--- config.mk ---
export PLATFORM = sky130hd
export DESIGN_NAME = opb_master_arbiter
export DESIGN_NICKNAME = d
export VERILOG_FILES = /design/src/rtl/opb_arb_pkg.sv /design/src/rtl/opb_rr_pick.sv /design/src/rtl/opb_master_arbiter.sv
export SDC_FILE = /design/constraint.sdc
export NUM_CORES = 1
export LEC_CHECK = 0
export CORE_UTILIZATION = 30
export DETAILED_ROUTE_END_ITERATION = 16
export GPL_ROUTABILITY_DRIVEN = 0
export PLACE_DENSITY = 0.46
export SYNTH_ARGS = -nofsm -noshare
export SYNTH_HDL_FRONTEND = slang
export SYNTH_SLANG_ARGS = --single-unit
--- constraint.sdc ---
create_clock -name OPB_Clk -period 1.7 [get_ports OPB_Clk]
set_input_delay 0.17 -clock OPB_Clk [delete_from_list [all_inputs] [get_ports OPB_Clk]]
set_output_delay 0.17 -clock OPB_Clk [all_outputs]
set_load 0.005 [all_outputs]
--- src/rtl/opb_arb_pkg.sv ---
// Shared types and helpers for the OPB master arbiter and its round-robin picker.
package opb_arb_pkg;

  // Arbiter FSM states.
  typedef enum logic [1:0] {
    IDLE    = 2'd0,
    GRANTED = 2'd1,
    BUSY    = 2'd2
  } arb_state_e;

  // Counter widths cover the largest legal TIMEOUT_CYCLES / GRANT_WAIT values.
  localparam int TOUT_CNT_W = 8;
  localparam int WAIT_CNT_W = 8;

  // Ceiling log2 for elaboration-time width calculation.
  function automatic int clog2(input int value);
    int result;
    result = 0;
    for (int i = 0; i < 31; i++) begin
      if ((32'sd1 <<< i) < value) begin
        result = i + 1;
      end else begin
        result = result;
      end
    end
    return result;
  endfunction

endpackage

--- src/rtl/opb_rr_pick.sv ---
// Combinational round-robin picker: the first requester after 'last'
// (wrapping modulo N) wins. Reusable by any arbiter with an index register.
module opb_rr_pick #(
  parameter int N     = 2,
  parameter int IDX_W = 1
) (
  input  logic [N-1:0]     req,
  input  logic [IDX_W-1:0] last,
  output logic [IDX_W-1:0] winner,
  output logic             valid
);

  logic [IDX_W-1:0] idx_s;

  // Scan from the farthest offset to the nearest so the nearest requester overrides.
  always_comb begin
    winner = last;
    valid  = 1'b0;
    idx_s  = last;
    for (int k = N; k >= 1; k--) begin
      idx_s = IDX_W'((int'(last) + k) % N);
      if (req[idx_s]) begin
        winner = idx_s;
        valid  = 1'b1;
      end else begin
        winner = winner;
        valid  = valid;
      end
    end
  end

endmodule

--- src/rtl/opb_master_arbiter.sv ---
// Round-robin OPB master arbiter with bus-lock, grant-wait withdrawal and
// a per-transfer bus timeout monitor. No parking: idle bus means no grant.
module opb_master_arbiter
  import opb_arb_pkg::*;
#(
  parameter  int NUM_MASTERS    = 2,
  parameter  int TIMEOUT_CYCLES = 16,
  parameter  int GRANT_WAIT     = 8,
  localparam int IDX_W          = (clog2(NUM_MASTERS) < 1) ? 1 : clog2(NUM_MASTERS)
) (
  input  logic                   OPB_Clk,
  input  logic                   OPB_Rst_n,
  input  logic [NUM_MASTERS-1:0] M_request,
  input  logic [NUM_MASTERS-1:0] M_busLock,
  input  logic [NUM_MASTERS-1:0] M_select,
  input  logic                   OPB_xferAck,
  input  logic                   OPB_errAck,
  input  logic                   OPB_retry,
  input  logic                   OPB_toutSup,
  output logic [NUM_MASTERS-1:0] OPB_MGrant,
  output logic                   OPB_select,
  output logic                   OPB_timeout,
  output logic [IDX_W-1:0]       cur_master
);

  localparam logic [IDX_W-1:0]       LAST_INIT = IDX_W'(NUM_MASTERS - 1);
  localparam logic [TOUT_CNT_W-1:0]  TOUT_LAST = TOUT_CNT_W'(TIMEOUT_CYCLES - 1);
  localparam logic [WAIT_CNT_W-1:0]  WAIT_LAST = WAIT_CNT_W'(GRANT_WAIT - 1);
  localparam logic [NUM_MASTERS-1:0] ONE_HOT0  = {{(NUM_MASTERS-1){1'b0}}, 1'b1};
  localparam logic [NUM_MASTERS-1:0] NO_GRANT  = {NUM_MASTERS{1'b0}};

  arb_state_e             state_r, state_s;
  logic [NUM_MASTERS-1:0] grant_r, grant_s;
  logic [IDX_W-1:0]       owner_r, owner_s;
  logic [IDX_W-1:0]       last_r, last_s;
  logic [TOUT_CNT_W-1:0]  tout_cnt_r, tout_cnt_s;
  logic [WAIT_CNT_W-1:0]  wait_cnt_r, wait_cnt_s;
  logic                   timeout_r, timeout_s;

  logic [IDX_W-1:0]       pick_idx_s;
  logic                   pick_valid_s;
  logic                   owner_sel_s;
  logic                   owner_req_s;
  logic                   owner_lock_s;
  logic                   bus_active_s;
  logic                   any_ack_s;

  opb_rr_pick #(
    .N     (NUM_MASTERS),
    .IDX_W (IDX_W)
  ) u_pick (
    .req    (M_request),
    .last   (last_r),
    .winner (pick_idx_s),
    .valid  (pick_valid_s)
  );

  // Owner-qualified views of the master inputs; only the owner's bits matter.
  always_comb begin
    owner_sel_s  = M_select[owner_r];
    owner_req_s  = M_request[owner_r];
    owner_lock_s = M_busLock[owner_r];
    bus_active_s = (state_r == GRANTED) || (state_r == BUSY);
    any_ack_s    = OPB_xferAck | OPB_errAck | OPB_retry | OPB_toutSup;
  end

  assign OPB_select  = owner_sel_s & bus_active_s;
  assign OPB_MGrant  = grant_r;
  assign OPB_timeout = timeout_r;
  assign cur_master  = owner_r;

  // Next-state, grant, round-robin pointer and counter update logic.
  always_comb begin
    state_s    = state_r;
    grant_s    = grant_r;
    owner_s    = owner_r;
    last_s     = last_r;
    tout_cnt_s = tout_cnt_r;
    wait_cnt_s = wait_cnt_r;
    timeout_s  = 1'b0;
    case (state_r)
      IDLE: begin
        if (pick_valid_s) begin
          state_s    = GRANTED;
          grant_s    = ONE_HOT0 << pick_idx_s;
          owner_s    = pick_idx_s;
          wait_cnt_s = {WAIT_CNT_W{1'b0}};
        end else begin
          grant_s = NO_GRANT;
        end
      end
      GRANTED: begin
        if (owner_sel_s) begin
          state_s    = BUSY;
          tout_cnt_s = {TOUT_CNT_W{1'b0}};
        end else if (!owner_req_s) begin
          state_s = IDLE;
          grant_s = NO_GRANT;
        end else if (wait_cnt_r == WAIT_LAST) begin
          // Owner never selected: release and rotate so others are not starved.
          state_s = IDLE;
          grant_s = NO_GRANT;
          last_s  = owner_r;
        end else begin
          wait_cnt_s = wait_cnt_r + 8'd1;
        end
      end
      BUSY: begin
        if (!owner_sel_s) begin
          tout_cnt_s = {TOUT_CNT_W{1'b0}};
          if (owner_lock_s) begin
            // Locked owner keeps the bus for its next transfer without arbitration.
            state_s    = GRANTED;
            wait_cnt_s = {WAIT_CNT_W{1'b0}};
          end else begin
            state_s = IDLE;
            grant_s = NO_GRANT;
            last_s  = owner_r;
          end
        end else if (any_ack_s) begin
          // Ack takes priority over a terminal count in the same cycle.
          tout_cnt_s = {TOUT_CNT_W{1'b0}};
        end else if (tout_cnt_r == TOUT_LAST) begin
          timeout_s  = 1'b1;
          tout_cnt_s = {TOUT_CNT_W{1'b0}};
        end else begin
          tout_cnt_s = tout_cnt_r + 8'd1;
        end
      end
      default: begin
        state_s = IDLE;
        grant_s = NO_GRANT;
      end
    endcase
  end

  // State and output registers with synchronous active-low reset.
  always_ff @(posedge OPB_Clk) begin
    if (!OPB_Rst_n) begin
      state_r    <= IDLE;
      grant_r    <= NO_GRANT;
      owner_r    <= LAST_INIT;
      last_r     <= LAST_INIT;
      tout_cnt_r <= {TOUT_CNT_W{1'b0}};
      wait_cnt_r <= {WAIT_CNT_W{1'b0}};
      timeout_r  <= 1'b0;
    end else begin
      state_r    <= state_s;
      grant_r    <= grant_s;
      owner_r    <= owner_s;
      last_r     <= last_s;
      tout_cnt_r <= tout_cnt_s;
      wait_cnt_r <= wait_cnt_s;
      timeout_r  <= timeout_s;
    end
  end

endmodule
==> reports/qor.txt <==
area growth from synthesis to layout - 48.0%
Crit Path Category - flop to flop
Crit Reg-Reg Endpoint - wait_cnt_r[7]
syn_area_per_cell - 8.44 um2
CTS Sinks - 23
TritonCTS clock tree - built
Site Rows - 23
clk_skew - 0.00709 ns
synth warn - 0
Max VDD drop - 0.460 mV
Post-synth EDFFs - 0
die span in y - 68.5 um
share of cells above drive strength 1 - 0.321
reg2reg start - wait_cnt_r[0]
antenna-violating nets left - 0
Remaining DRCs - 0
number of synthesized register bits - 23
Total Routing Usage GR - 0.169
Reg2Reg Depth - 6
Worst Path Required - 1.91 ns
largest net degree at the start of global routing - 13
Initial Utilization - 0.322
Synth Net Count - 175
Via density - 5.15
status - finished with violations
# hold bufs at CTS - 0
failing checks - setup timing
Max Buffers Root-to-Sink - 2
crit end category - flop
Mapped Area - 1330 um2
Cell Area, Placed - 1820 um2
WL final - 3500 um
via count - 1335
Hold Violations, Final - 0
# fillers - 393
RSZ-0062 raised after global routing - yes
area of the multi-input gates - 918 um2
die width - 68.5 um
r2r setup slk - -0.03 ns
Yosys cell types - 43
Final WS setup - -0.0320 ns
Rel. slew slack - 0.770
Max Transition Viols Final - 0
n_diodes - 0
register area share after synthesis - 0.347
total gr overflow - 0
total die area - 4690 um2
critical path data arrival time - 1.94 ns
CTS buffer count - 3
leakage power - 0.792 nW
wire per inst - 13.5 um
initial antenna violation count - 0
final setup vio count - 3
nets - 228
vias in the first global route - 1376
Crit Path Max Fanout - 5
Worst Tran Pin Value - 0.342 ns
CTS Root Cell - clkbuf_8
post-DP HPWL - 2650 um
Critical Path Start - wait_cnt_r[0]
Iter 0 DRT Violations - 89
Hold Path Class - flop to flop
Post-Synthesis Cells - 157
Setup WS pre-CTS - -0.236 ns
async set-reset flop share out of synthesis - 0
Setup crit start kind - flop
total power - 1.86 mW
H-tree depth - 1
Hold Path Cell Cnt - 2
Hold WS - 0.475 ns
core area - 4120 um2
clk_lat worst skew - 0.26 ns
Max Clk Rate - 577 MHz
HP Start - OPB_MGrant[0]
DRT Pass-1 Iters - 4
Power Density - 950 nW/um2
clock period minus worst slack - 1.73 ns
PortBufs - 16
first-pass GRT wire length - 5890 um
Period Utilization, post-route - 1.02
final instance area - 1960 um2
Max Cap Violations - 0
Worst Hold End - OPB_MGrant[0]
Synth Flop Type - dfxtp_1
FF+latch area - 472 um2
I/O pin count - 17
setup bufs post-CTS - 0
Worst-path clk slew - 0.09 ns
-- layout make-up --
cell class,instances,area share
clock buffers,4,0.0230
multi-input cells,123,0.468
repair buffers,53,0.225
well taps,50,0.0319
flip-flops and latches,23,0.241
inverters,6,0.0115
-- synthesized netlist by cell type (3+ instances only) --
| cell type | instances | share of area |
|---|---|---|
| a21oi_1 | 8 | 0.030 |
| and3_1 | 3 | 0.014 |
| clkbuf_1 | 3 | 0.0085 |
| dfxtp_1 | 23 | 0.35 |
| ha_1 | 6 | 0.057 |
| inv_1 | 6 | 0.017 |
| mux2i_1 | 7 | 0.053 |
| nand2_1 | 19 | 0.054 |
| nand3_1 | 12 | 0.045 |
| nand4_1 | 3 | 0.014 |
| nor2_1 | 13 | 0.037 |
| nor3_1 | 4 | 0.015 |
| o211ai_1 | 4 | 0.023 |
| o21ai_0 | 6 | 0.023 |
| o41ai_1 | 3 | 0.020 |
| or3_1 | 3 | 0.014 |
| xor2_1 | 3 | 0.020 |
-- metrics by stage --
step / std cells / util / setup TNS, ns
finish: 259 / 0.476 / -0.0448
global route: 259 / 0.476 / -0.397
CTS: 259 / 0.461 / -0.103
detailed placement: 255 / 0.441 / -2.06
global placement: 255 / 0.441 / -1.70
floorplan: 157 / - / 0
-- worst max path at each step --
stage,to,slack [ns]
final,wait_cnt_r[7],-0.03
after global routing,wait_cnt_r[7],-0.10
after CTS,wait_cnt_r[7],-0.05
after detailed placement,wait_cnt_r[7],-0.24
after global placement,state_r[0],-0.21
after floorplan,wait_cnt_r[7],0.004
-- routing by layer --
layer  GRT usage  part of all wire  vias up
met3      0.0267             0.031        6
met1       0.192              0.47      617
met2       0.311              0.48       24
met5           0                 0        -
met4      0.0651             0.017        0
li1            -                 -      688
-- power breakdown --
| part | switching [mW] | internal (mW) |
|---|---|---|
| registers | 0.0481 | 0.596 |
| clock network | 0.177 | 0.167 |
| logic | 0.419 | 0.454 |
| total | 0.644 | 1.22 |
-- what timing repair did --
item,in CTS,in global routing
resized for setup,15,12
pin swaps,4,7
setup endpoints to repair,14,17
-- critical path, stage by stage, from the launching register on --
cell and delay, ns:
dfxtp_2 0.34, ha_4 0.15, and4bb_2 0.24, a211oi_2 0.25
nand4_2 0.19, or4_1 0.43, nand2_1 0.07
-- cells in the final DEF, fill, tap and decap left out, drive strengths merged, types with 4 or more instances in the layout --
cell type      instances
nand3                 12
mux2i                  7
a211oi                 4
dfxtp                 23
clkdlybuf4s50         15
nor2                  13
nand2                 19
clkbuf                 4
buf                   37
o211ai                 4
ha                     6
a21oi                  8
inv                    6
nand4                  4
nor3                   4
o21ai                  6
-- cell families after synthesis --
logic type / share of synthesized area
multiplexers: 0.0812
AO/OA/AOI/OAI: 0.189
buffers and inverters: 0.0368
flip-flops: 0.347
adder cells (fa/ha/maj): 0.0567
XOR/XNOR: 0.0331
AND/OR/NAND/NOR: 0.256
-- state kept, by name, indices dropped and copies added (netlist names) --
| register | count |
|---|---|
| OPB_MGrant | 2 |
| OPB_timeout | 1 |
| cur_master | 1 |
| last_r | 1 |
| state_r | 2 |
| tout_cnt_r | 8 |
| wait_cnt_r | 8 |
Note: power is estimated with default switching activity, not from simulation.
